<file path="config.mk">
export PLATFORM = sky130hd
export DESIGN_NAME = recon_iter_ctrl
export DESIGN_NICKNAME = d
export VERILOG_FILES = /design/src/rtl/recon_iter_ctrl.sv
export SDC_FILE = /design/constraint.sdc
export NUM_CORES = 1
export LEC_CHECK = 0
export ABC_AREA = 0
export BUFFER_PORTS_ARGS = -buffer_cell sky130_fd_sc_hd__buf_4
export CAP_MARGIN = 20
export CORE_ASPECT_RATIO = 1.5
export CORE_UTILIZATION = 53
export DETAILED_ROUTE_END_ITERATION = 16
export PLACE_DENSITY = 0.8
export REMOVE_ABC_BUFFERS = 1
export SETUP_SLACK_MARGIN = 0.15
export SYNTH_ARGS = -nofsm -noshare
export SYNTH_HDL_FRONTEND = slang
export SYNTH_SLANG_ARGS = --single-unit
</file>
<file path="constraint.sdc">
create_clock -name clock -period 2.5 [get_ports clock]
set_clock_uncertainty 0.15 [all_clocks]
set_input_delay 0.125 -clock clock [delete_from_list [all_inputs] [get_ports clock]]
set_output_delay 0.125 -clock clock [all_outputs]
set_load 0.005 [all_outputs]
</file>
<file path="src/rtl/recon_iter_ctrl.sv">
// recon_iter_ctrl: sequences fill and iterative replay passes of the limits buffer.
// Optional macro ITER_CTRL_BACKPRESSURE_EN adds out_ready so replay beats stall on the limiter.
module recon_iter_ctrl #(
    parameter int MAX_SAMPLES = 255,
    parameter int GAP_CYCLES  = 2
) (
    input  logic       clock,
    input  logic       reset,
    input  logic       start,
    input  logic       abort,
    input  logic [7:0] num_samples,
    input  logic [7:0] num_iters,
    input  logic       lvl_gen_valid,
`ifdef ITER_CTRL_BACKPRESSURE_EN
    input  logic       out_ready,
`endif
    output logic       iter_input_enable,
    output logic       iter_output_enable,
    output logic [7:0] iter_index,
    output logic       iter_last,
    output logic       busy,
    output logic       done
);
    localparam logic [7:0] MAX8 = 8'(MAX_SAMPLES);
    localparam logic [7:0] GAP8 = 8'(GAP_CYCLES);
    typedef enum logic [2:0] {IDLE, FILL, GAP, ITER, DONE} state_t;
    state_t     state_q, state_d;
    logic [7:0] ns_q, ns_d, ni_q, ni_d;
    logic [7:0] fill_cnt_q, fill_cnt_d, rd_cnt_q, rd_cnt_d;
    logic [7:0] gap_cnt_q, gap_cnt_d, iter_idx_q, iter_idx_d;
    logic [7:0] ns_clamped;
    logic       ready;
`ifdef ITER_CTRL_BACKPRESSURE_EN
    assign ready = out_ready;
`else
    assign ready = 1'b1;
`endif
    assign ns_clamped = (num_samples > MAX8) ? MAX8 : num_samples;
    always_comb begin
        state_d    = state_q;
        ns_d       = ns_q;
        ni_d       = ni_q;
        fill_cnt_d = fill_cnt_q;
        rd_cnt_d   = rd_cnt_q;
        gap_cnt_d  = gap_cnt_q;
        iter_idx_d = iter_idx_q;
        case (state_q)
            IDLE: if (start) begin
                ns_d    = ns_clamped;
                ni_d    = num_iters;
                state_d = (ns_clamped == 8'd0 || num_iters == 8'd0) ? DONE : FILL;
            end
            FILL: if (lvl_gen_valid) begin
                fill_cnt_d = fill_cnt_q + 8'd1;
                if (fill_cnt_q == ns_q - 8'd1) begin
                    fill_cnt_d = 8'd0;
                    state_d    = (GAP_CYCLES == 0) ? ITER : GAP;
                end
            end
            GAP: begin
                gap_cnt_d = gap_cnt_q + 8'd1;
                if (gap_cnt_q == GAP8 - 8'd1) begin
                    gap_cnt_d = 8'd0;
                    state_d   = (iter_idx_q == ni_q) ? DONE : ITER;
                end
            end
            ITER: if (ready) begin
                rd_cnt_d = rd_cnt_q + 8'd1;
                if (rd_cnt_q == ns_q - 8'd1) begin
                    rd_cnt_d   = 8'd0;
                    iter_idx_d = iter_idx_q + 8'd1;
                    // Without a gap the pass-count test moves here from GAP
                    state_d    = (GAP_CYCLES != 0) ? GAP :
                                 (iter_idx_q + 8'd1 == ni_q) ? DONE : ITER;
                end
            end
            DONE: begin
                iter_idx_d = 8'd0;
                state_d    = IDLE;
            end
            default: state_d = IDLE;
        endcase
        if (abort) begin
            state_d    = IDLE;
            fill_cnt_d = 8'd0;
            rd_cnt_d   = 8'd0;
            gap_cnt_d  = 8'd0;
            iter_idx_d = 8'd0;
        end
    end
    always_ff @(posedge clock) begin
        if (reset) begin
            state_q    <= IDLE;
            ns_q       <= 8'd0;
            ni_q       <= 8'd0;
            fill_cnt_q <= 8'd0;
            rd_cnt_q   <= 8'd0;
            gap_cnt_q  <= 8'd0;
            iter_idx_q <= 8'd0;
        end else begin
            state_q    <= state_d;
            ns_q       <= ns_d;
            ni_q       <= ni_d;
            fill_cnt_q <= fill_cnt_d;
            rd_cnt_q   <= rd_cnt_d;
            gap_cnt_q  <= gap_cnt_d;
            iter_idx_q <= iter_idx_d;
        end
    end
    assign iter_input_enable  = state_q == FILL;
    assign iter_output_enable = state_q == ITER && ready;
    assign iter_index         = iter_idx_q;
    assign iter_last          = state_q == ITER && iter_idx_q == ni_q - 8'd1;
    assign busy               = state_q != IDLE;
    assign done               = state_q == DONE;
endmodule
</file>
==> flow_metrics.py, run 1 <==
metrics = {
    "outcome": {
        "status": "finished with violations",
        "violations": "negative setup slack",
    },
    "power": {
        "combPwrFrac": 0.232,
        "p_per_area_nw_per_um2": 436,
        "ir_drop_uv": 370,
        "p_leak_nw": 1.57,
        "clkPwrFrac": 0.284,
        "switching_share": 0.299,
        "total_power_mw": 1.78,
        "intPower_mw": 1.25,
        "power.net_switching_mw": 0.533,
        "seq_power_share": 0.484,
    },
    "logic_synthesis": {
        "synth_edf_count": 0,
        "async_reset_ff_frac": 0,
        "yosys_register_bits": 51,
        "syn_area_um2": 2990,
        "syn_area_per_cell_um2": 8.00,
        "yosysSeqAreaShare": 0.342,
        "synth-main-ff-cell": "dfxtp_1",
        "yosys_warnings": 0,
        "ys_types": 49,
        "synth_cells": 373,
    },
    "sta": {
        "hold_viol_final": 0,
        "tns_ps": -327,
        "relSlewSlack": 0.677,
        "period_minus_slack_ps": 2560,
        "clock.fmax_ghz": 0.391,
        "slew_viol_final": 0,
        "setup-violations-final": 12,
        "rsz0062_at_grt": "yes",
        "worst_pin_slew_ps": 483,
        "layout_setup_ws_ps": -56.1,
        "whs_ps": 17.2,
        "period_share": 1.02,
    },
    "worst_setup_path": {
        "required_ps": 2570,
        "crit_path_end_kind": "flip-flop",
        "reg2reg_setup_slack_ps": -60,
        "critPathKind": "flip-flop to flip-flop",
        "critPathArrivalTime_ps": 2620,
        "path_max_fanout": 6,
        "start_kind": "flip-flop",
    },
    "grt": {
        "grt_max_degree": 19,
        "grt_pass1_wl_um": 13500,
        "grt.overflow.total": 0,
        "grt_pass1_vias": 2990,
        "gr-usage-all-layers": 0.293,
        "antenna_found_initial": 0,
    },
    "cells_and_area": {
        "final_cell_count_no_fill": 526,
        "area_growth_pct": 36.9,
        "layout_commonest_cell": "nand2_1",
        "utilization": 0.750,
        "layout-drive-gt1-share": 0.254,
        "final_nets": 483,
        "diodes": 0,
        "final_cell_mix": "58 x nand2_1, 56 x buf_4, 46 x dfxtp_1",
        "fillers": 393,
    },
    "clock_tree": {
        "path_clk_slew_ps": 100,
        "root_buffer": "clkbuf_8",
        "htreeDepth": 2,
        "tritoncts": "yes",
        "insertion_delay_ps": 320,
        "cts_sinks": 51,
        "cts_buffer_depth": 2,
        "numCtsBuffers": 5,
    },
    "job": {
        "maxCapViolCount": 0,
    },
    "routing": {
        "wl_per_cell_um": 16.6,
        "finalWirelength_um": 8720,
        "dr.pass1.iters": 4,
        "drc": 0,
        "drt-vias-per-instance": 5.79,
        "ant_nets": 0,
        "vias": 3045,
        "drtIter0Drc": 145,
    },
    "placed_design": {
        "gp_congestion": 0.870,
        "port_buffers": 33,
        "dp_hpwl_um": 5300,
        "dp_cells": 476,
    },
    "die": {
        "core-area_um2": 5450,
        "die_x_um": 63.3,
        "row_count": 33,
        "dieArea_um2": 5940,
        "die_y_um": 93.9,
        "ios": 34,
        "start_util": 0.548,
    },
    "min_path": {
        "hold_class": "input port to flip-flop",
    },
}
-- per-layer routing --
| metal | wire length (um) | GRT usage | part of all wire | vias up |
|---|---|---|---|---|
| li1 | - | - | - | 1462 |
| met1 | 3240 | 0.306 | 0.37 | 1450 |
| met2 | 4720 | 0.550 | 0.54 | 96 |
| met3 | 306 | 0.0413 | 0.035 | 37 |
| met4 | 451 | 0.169 | 0.052 | 0 |
| met5 | 0 | 0 | 0 | - |
-- cell type report --
| type | instances | area (um^2) | area share |
|---|---|---|---|
| inverter | 11 | 41.3 | 0.0101 |
| clock buffer | 5 | 68.8 | 0.0168 |
| multi-input combinational | 290 | 2010 | 0.493 |
| tap | 70 | 87.6 | 0.0214 |
| timing repair buffer | 96 | 830 | 0.203 |
| clock inverter | 3 | 18.8 | 0.00459 |
| sequential | 51 | 1030 | 0.251 |
-- worst paths after layout --
path / from / to / cells after the start
worst max-delay path: ns_q[1] / fill_cnt_q[4] / 8
worst min-delay path: lvl_gen_valid / fill_cnt_q[0] / 4
worst max register to register: ns_q[1] / fill_cnt_q[4] / 8
worst min register to register: fill_cnt_q[7] / fill_cnt_q[7] / 2
-- through the flow --
stage                     instance area (um^2)  worst slack, ps
after detailed placement                  3390             -257
final                                     4090            -56.1
after floorplan                           2900             -357
after global routing                      4090             -149
after global placement                    3390             -164
after CTS                                 3920             2.02
-- state kept, by name, indices dropped and copies added (netlist names) --
| name | count |
|---|---|
| fill_cnt_q | 8 |
| ni_q | 8 |
| state_q | 3 |
| gap_cnt_q | 8 |
| rd_cnt_q | 8 |
| iter_index | 8 |
| ns_q | 8 |
-- kinds of logic after synthesis --
kind of cell / count (synthesis) / synth area share
simple gates: 170 / 0.291
compound gates: 64 / 0.131
flops: 51 / 0.342
xor+xnor: 48 / 0.159
buf+inv: 32 / 0.0440
fa+ha+maj: 7 / 0.0293
mux: 1 / 0.00335
-- Yosys cell counts, types with 2 or more instances --
cell type / instances / share of area
clkbuf_1: 16 / 0.020
a31oi_1: 2 / 0.0042
xnor2_1: 24 / 0.070
or4_1: 4 / 0.010
dfxtp_1: 51 / 0.34
nand4_1: 10 / 0.021
nand2_1: 60 / 0.075
nor2_1: 31 / 0.039
inv_1: 10 / 0.013
xnor3_1: 4 / 0.030
o2111ai_1: 2 / 0.0059
xor2_1: 20 / 0.059
ha_1: 7 / 0.029
nand4b_1: 3 / 0.0088
nor4b_1: 3 / 0.0088
and3_1: 3 / 0.0063
o21ai_0: 11 / 0.018
a21oi_1: 31 / 0.052
nor3b_1: 2 / 0.0050
or3b_2: 2 / 0.0059
nor3_1: 7 / 0.012
nand3_1: 11 / 0.018
nor4_1: 7 / 0.015
and4_1: 2 / 0.0059
buf_2: 3 / 0.0050
o211ai_1: 3 / 0.0075
nor2b_1: 4 / 0.0084
o31ai_1: 4 / 0.010
and2_1: 4 / 0.0084
nand3b_1: 5 / 0.013
or3_1: 8 / 0.017
o21ai_1: 2 / 0.0034
-- power groups by stage --
stage	Sequential [mW]	Clock, mW	Combinational (mW)
global placement	0.872	0	0.286
CTS	0.856	0.498	0.363
finish	0.861	0.505	0.414
detailed placement	0.874	0	0.293
floorplan	0.872	0	0.174
global route	0.863	0.532	0.442
-- repair_timing --
action | in CTS | in global routing
setup endpoints to repair | 26 | 43
pin swaps | 20 | 19
endpoints found under the hold margin | 17 | 0
setup buffers | 5 | 4
hold buffers | 33 | 0
resized for setup | 16 | 35
-- worst max-delay path, cell delays in order, from the launching register on --
cell and delay (ps):
dfxtp_2 350, buf_6 120, or4_4 570, buf_6 150
or4_4 410, nand4_1 120, o211ai_1 180, o21ai_2 310
nor2_1 80
Power figures use the tool's default switching activity.
==> run 2, diff against run 1 <==
--- a/config.mk
+++ b/config.mk
@@ -9,9 +9,9 @@
 export BUFFER_PORTS_ARGS = -buffer_cell sky130_fd_sc_hd__buf_4
 export CAP_MARGIN = 20
 export CORE_ASPECT_RATIO = 1.5
-export CORE_UTILIZATION = 53
+export CORE_UTILIZATION = 38
 export DETAILED_ROUTE_END_ITERATION = 16
-export PLACE_DENSITY = 0.8
+export PLACE_DENSITY = 0.62
 export REMOVE_ABC_BUFFERS = 1
 export SETUP_SLACK_MARGIN = 0.15
 export SYNTH_ARGS = -nofsm -noshare
==> run 2 against run 1 <==
Compared with the run above:
- critical path type unchanged
- power is 13% higher
- the flow finishes with violations (negative hold slack)
- first-iteration DRC count is 33% lower
- combinational power is 13% lower
- critical endpoint is now fill_cnt_q[6]
- flip-flop and latch count stayed put
==> flow_metrics.py, run 2 (synthesis gave the netlist of run 1 again) <==
metrics = {
    "worst_setup_path": {
        "slowest_stage": "or4_4",
        "startpoint": "ns_q[2]",
        "path_max_fanout": 6,
        "endpoint": "fill_cnt_q[6]",
        "path_cells": "buf_6 -> or4_4 -> buf_6 -> or4_4 -> nand4_1 -> o211ai_1 -> o21ai_2 -> nor2_1",
        "start_kind": "flip-flop",
        "critPathArrivalTime_ps": 2510,
        "r2r_start": "ns_q[2]",
        "reg2reg_setup_slack_ps": 10,
        "r2r_end": "fill_cnt_q[6]",
        "cpLargestDelayFamily": "simple AND/OR/NAND/NOR gates",
        "path_buf_inv": 2,
        "reg2reg_depth": 8,
        "critPathKind": "flip-flop to flip-flop",
        "slowest_delay_ps": 570,
        "crit_path_end_kind": "flip-flop",
        "required_ps": 2530,
        "cp.depth": 8,
    },
    "placed_design": {
        "dpl_cell_area_um2": 3460,
        "port_buffers": 33,
        "gp_congestion": 0.794,
        "dp_hpwl_um": 5570,
    },
    "sta": {
        "rsz0062_at_grt": "yes",
        "period_minus_slack_ps": 2490,
        "worst_pin_slew_ps": 813,
        "period_share": 0.994,
        "clock.fmax_ghz": 0.402,
        "whs_ps": -1.08,
        "setup-violations-final": 0,
        "hold_viol_final": 2,
        "relSlewSlack": 0.456,
        "slew_viol_final": 0,
    },
    "die": {
        "ios": 34,
        "die_x_um": 74.4,
        "core-area_um2": 7610,
        "die_y_um": 111,
        "row_count": 39,
        "start_util": 0.392,
        "dieArea_um2": 8220,
    },
    "routing": {
        "drc": 0,
        "vias": 2891,
        "drtIter0Drc": 97,
        "drt-vias-per-instance": 5.31,
        "finalWirelength_um": 7910,
        "ant_nets": 0,
        "wl_per_cell_um": 14.5,
        "dr.pass1.iters": 4,
    },
    "clock_tree": {
        "root_buffer": "clkbuf_16",
        "insertion_delay_ps": 290,
        "tritoncts": "yes",
        "cts_sinks": 51,
        "cts_buffer_depth": 2,
        "path_clk_slew_ps": 70,
        "numCtsBuffers": 5,
        "htreeDepth": 2,
    },
    "outcome": {
        "violations": "negative hold slack",
        "status": "finished with violations",
    },
    "grt": {
        "antenna_found_initial": 0,
        "grt_max_degree": 19,
        "grt.overflow.total": 0,
        "gr-usage-all-layers": 0.205,
        "grt_pass1_wl_um": 13200,
        "grt_pass1_vias": 2869,
    },
    "cells_and_area": {
        "fin_area_um2": 4060,
        "layout_commonest_cell": "buf_4",
        "layout-drive-gt1-share": 0.258,
        "fillers": 756,
        "final_cell_mix": "58 x buf_4, 57 x nand2_1, 46 x dfxtp_1",
        "final-seq-area_um2": 1030,
        "final_nets": 469,
        "multi_input_area_um2": 2000,
        "area_growth_pct": 36.0,
        "diodes": 0,
    },
    "power": {
        "p_per_area_nw_per_um2": 497,
        "ir_drop_uv": 290,
        "p_leak_nw": 1.51,
        "total_power_mw": 2.02,
    },
    "min_path": {
        "hold_class": "input port to flip-flop",
        "hp-start": "reset",
    },
    "job": {
        "maxCapViolCount": 0,
    },
}
[run 2: cell types whose count changed in the layout (fill, tap and decap cells not counted), moves of 3 or more]
| cell | previous run | this run |
|---|---|---|
| nor2_4 | 0 | 4 |
| clkbuf_16 | 0 | 5 |
| clkbuf_8 | 5 | 0 |
| dlygate4sd3_1 | 33 | 16 |
| nor3_1 | 3 | 6 |
| nor2_1 | 31 | 27 |
| nor3_2 | 3 | 0 |
[run 2: what timing repair did]
item / 4_1_cts / 5_1_grt
hold buffers: 16 / 0
pin swaps: 27 / 10
setup endpoints to repair: 26 / 27
setup buffers: 6 / 2
gates resized for setup: 26 / 26
hold endpoints to repair: 16 / 0
[run 2: stage by stage]
step	hold WS [ps]	setup WS (ps)	util	cells	setup TNS (ps)
after floorplan	44.1	-357	-	352	-1610
after global placement	234	-370	0.454	512	-3240
after detailed placement	245	-427	0.454	512	-4210
after CTS	3.44	-14.2	0.517	542	-26.9
after global routing	17.4	-92.1	0.533	544	-1140
final	-1.08	14.0	0.533	544	0
[run 2: how the worst min path moves through the flow]
stage,depth (start not counted),end
6_report,2,ns_q[2]
3_5_place_dp,3,ns_q[5]
3_3_place_gp,3,ni_q[3]
2_1_floorplan,1,ni_q[0]
4_1_cts,2,ns_q[2]
5_1_grt,2,ni_q[0]
[run 2: layout make-up]
| class | count | share of cell area |
|---|---|---|
| sequential | 51 | 0.253 |
| timing repair buffer | 82 | 0.170 |
| clock inverter | 3 | 0.0114 |
| clock buffer | 5 | 0.0308 |
| tap | 102 | 0.0314 |
| inverter | 11 | 0.0102 |
| multi-input combinational | 290 | 0.493 |
[run 2: power breakdown]
part	internal [mW]	switching, mW
clock	0.476	0.322
combinational	0.187	0.174
sequential	0.831	0.0260
total	1.50	0.522
[run 2: per-layer routing]
metal / part of all wire / vias up / GRT usage
met5: 0 / - / 0
met4: 0.026 / 0 / 0.0855
met3: 0.022 / 15 / 0.0292
met2: 0.54 / 50 / 0.359
met1: 0.41 / 1386 / 0.239
li1: - / 1440 / -
==> run 3, diff against run 2 <==
--- a/config.mk
+++ b/config.mk
@@ -11,7 +11,6 @@
 export CORE_ASPECT_RATIO = 1.5
 export CORE_UTILIZATION = 38
 export DETAILED_ROUTE_END_ITERATION = 16
-export PLACE_DENSITY = 0.62
 export REMOVE_ABC_BUFFERS = 1
 export SETUP_SLACK_MARGIN = 0.15
 export SYNTH_ARGS = -nofsm -noshare
==> constraint.sdc (replaced) <==
create_clock -name clock -period 2.3 [get_ports clock]
set_clock_uncertainty 0.15 [all_clocks]
set_input_delay 0.115 -clock clock [delete_from_list [all_inputs] [get_ports clock]]
set_output_delay 0.115 -clock clock [all_outputs]
set_load 0.005 [all_outputs]
==> run 3 against run 2 <==
Compared with the run above:
- the run ends with negative setup slack left
- die area unchanged
- core utilization rose by 2.2 points
- via count grew 2.0%
- combinational power grew 26%
- worst setup slack worse by 230 ps
- clock-buffer cell count is 1 higher
- non-clock buffer count increased by 17
- sequential power rose by 8.4%
- hold slack improved by 37 ps
- final cell count grew 3.1%
- global-route usage is 1.1 points higher
==> flow_metrics.py, run 3 (synthesis gave the netlist of run 1 again) <==
metrics = {
    "outcome": {
        "status": "finished with violations",
        "violations": "negative setup slack",
    },
    "worst_setup_path": {
        "path_max_fanout": 5,
        "reg2reg_depth": 10,
        "start_kind": "flip-flop",
        "critPathKind": "flip-flop to flip-flop",
        "path_cells": "inv_2 -> ha_4 -> or3b_4 -> xnor2_2 -> nor4b_2 -> buf_4 -> o2111ai_4 -> buf_6 -> or3_1 -> a21oi_1",
        "crit_path_end_kind": "flip-flop",
        "slowest_stage": "or3b_4",
        "required_ps": 2370,
        "critPathArrivalTime_ps": 2590,
        "slowest_delay_ps": 400,
        "path_buf_inv": 3,
        "cp.depth": 10,
        "cpLargestDelayFamily": "simple AND/OR/NAND/NOR gates",
    },
    "die": {
        "die_y_um": 111,
        "start_util": 0.392,
        "die_x_um": 74.4,
        "row_count": 39,
        "core-area_um2": 7610,
        "ios": 34,
        "dieArea_um2": 8220,
    },
    "clock_tree": {
        "insertion_delay_ps": 300,
        "numCtsBuffers": 5,
        "cts_sinks": 51,
        "cts_buffer_depth": 2,
        "htreeDepth": 2,
        "root_buffer": "clkbuf_16",
        "tritoncts": "yes",
        "path_clk_slew_ps": 70,
    },
    "sta": {
        "slew_viol_final": 0,
        "clock.fmax_ghz": 0.397,
        "worst_pin_slew_ps": 565,
        "hold_viol_final": 0,
        "relSlewSlack": 0.623,
        "setup-violations-final": 24,
        "tns_ps": -2810,
        "period_minus_slack_ps": 2520,
        "layout_setup_ws_ps": -216,
        "rsz0062_at_grt": "yes",
        "period_share": 1.09,
        "whs_ps": 36.0,
    },
    "cells_and_area": {
        "final-seq-area_um2": 1030,
        "final_cell_count_no_fill": 561,
        "layout_commonest_cell": "buf_4",
        "multi_input_area_um2": 2010,
        "fillers": 756,
        "layout-drive-gt1-share": 0.285,
        "diodes": 0,
        "fin_area_um2": 4220,
        "area_growth_pct": 41.5,
        "final_cell_mix": "72 x buf_4, 58 x nand2_1, 44 x dfxtp_1",
        "final_nets": 486,
    },
    "grt": {
        "grt.overflow.total": 0,
        "gr-usage-all-layers": 0.216,
        "antenna_found_initial": 0,
        "grt_pass1_wl_um": 13800,
        "grt_max_degree": 19,
        "grt_pass1_vias": 2973,
    },
    "routing": {
        "ant_nets": 0,
        "drt-vias-per-instance": 5.26,
        "dr.pass1.iters": 4,
        "wl_per_cell_um": 14.5,
        "vias": 2949,
        "finalWirelength_um": 8110,
        "drtIter0Drc": 86,
        "drc": 0,
    },
    "placed_design": {
        "gp_congestion": 0.850,
        "dp_cells": 523,
        "dpl_cell_area_um2": 3540,
        "port_buffers": 33,
        "dp_hpwl_um": 5740,
    },
    "power": {
        "switching_share": 0.244,
        "total_power_mw": 2.34,
        "power.net_switching_mw": 0.572,
        "combPwrFrac": 0.194,
        "clkPwrFrac": 0.410,
        "seq_power_share": 0.397,
        "p_leak_nw": 1.61,
        "ir_drop_uv": 340,
        "intPower_mw": 1.77,
        "p_per_area_nw_per_um2": 554,
    },
    "min_path": {
        "min_delay_path_depth": 3,
        "hold_class": "input port to flip-flop",
    },
    "job": {
        "maxCapViolCount": 0,
    },
}
-- run 3: cell types whose count changed in the layout (fill, tap and decap cells not counted), moves of 2 or more --
cell / before / now
nor2_4: 4 / 0
buf_6: 7 / 10
dfxtp_1: 46 / 44
or3_1: 6 / 8
o21ai_0: 11 / 9
nor2_1: 27 / 31
buf_4: 58 / 72
dfxtp_4: 0 / 2
or3_4: 2 / 0
-- run 3: layout make-up --
cell class	count	share of cell area
repair buffers	99	0.195
inverters	11	0.00977
well taps	102	0.0302
clock inverters	2	0.0142
flip-flops and latches	51	0.245
clock buffers	6	0.0305
multi-input cells	290	0.475
-- run 3: final timing paths --
path	slack, ps	startpoint	to
worst max-delay path	-220	ns_q[0]	iter_index[6]
worst max register to register	-220	ns_q[0]	iter_index[6]
worst min-delay path	40	abort	fill_cnt_q[1]
worst min register to register	330	ni_q[6]	ni_q[6]
-- run 3: per-layer routing --
metal  share of wire  vias up  track usage  routed length (um)
li1                -     1473            -                   -
met1            0.39     1405        0.233                3150
met2            0.55       49        0.386                4450
met3           0.024       22       0.0347                 191
met4           0.039        0        0.113                 316
met5               0        -            0                   0
-- run 3: metrics by stage --
step,setup slack (ps),util
2_1_floorplan,-557,-
3_3_place_gp,-379,0.465
3_5_place_dp,-473,0.465
4_1_cts,-178,0.537
5_1_grt,-330,0.555
6_report,-216,0.555
-- run 3: tightest hold or removal path: cells and delay by family --
family / cells / cell delay [ps]
AO/OA/AOI/OAI: 1 / 40
buffers and inverters: 1 / 80
AND/OR/NAND/NOR: 1 / 200
-- run 3: power by group through the flow --
stage	clock, mW	sequential (mW)	combinational [mW]
after floorplan	0	0.948	0.189
after global placement	0	0.945	0.341
after detailed placement	0	0.946	0.345
after CTS	0.980	0.929	0.423
after global routing	1.01	0.931	0.495
final	0.959	0.929	0.454
-- run 3: repair_timing --
action	CTS	global route
buffers inserted	6	7
setup endpoints to repair	27	27
hold buffers	17	0
pin swaps	25	7
endpoints found under the hold margin	16	0
resized for setup	33	22
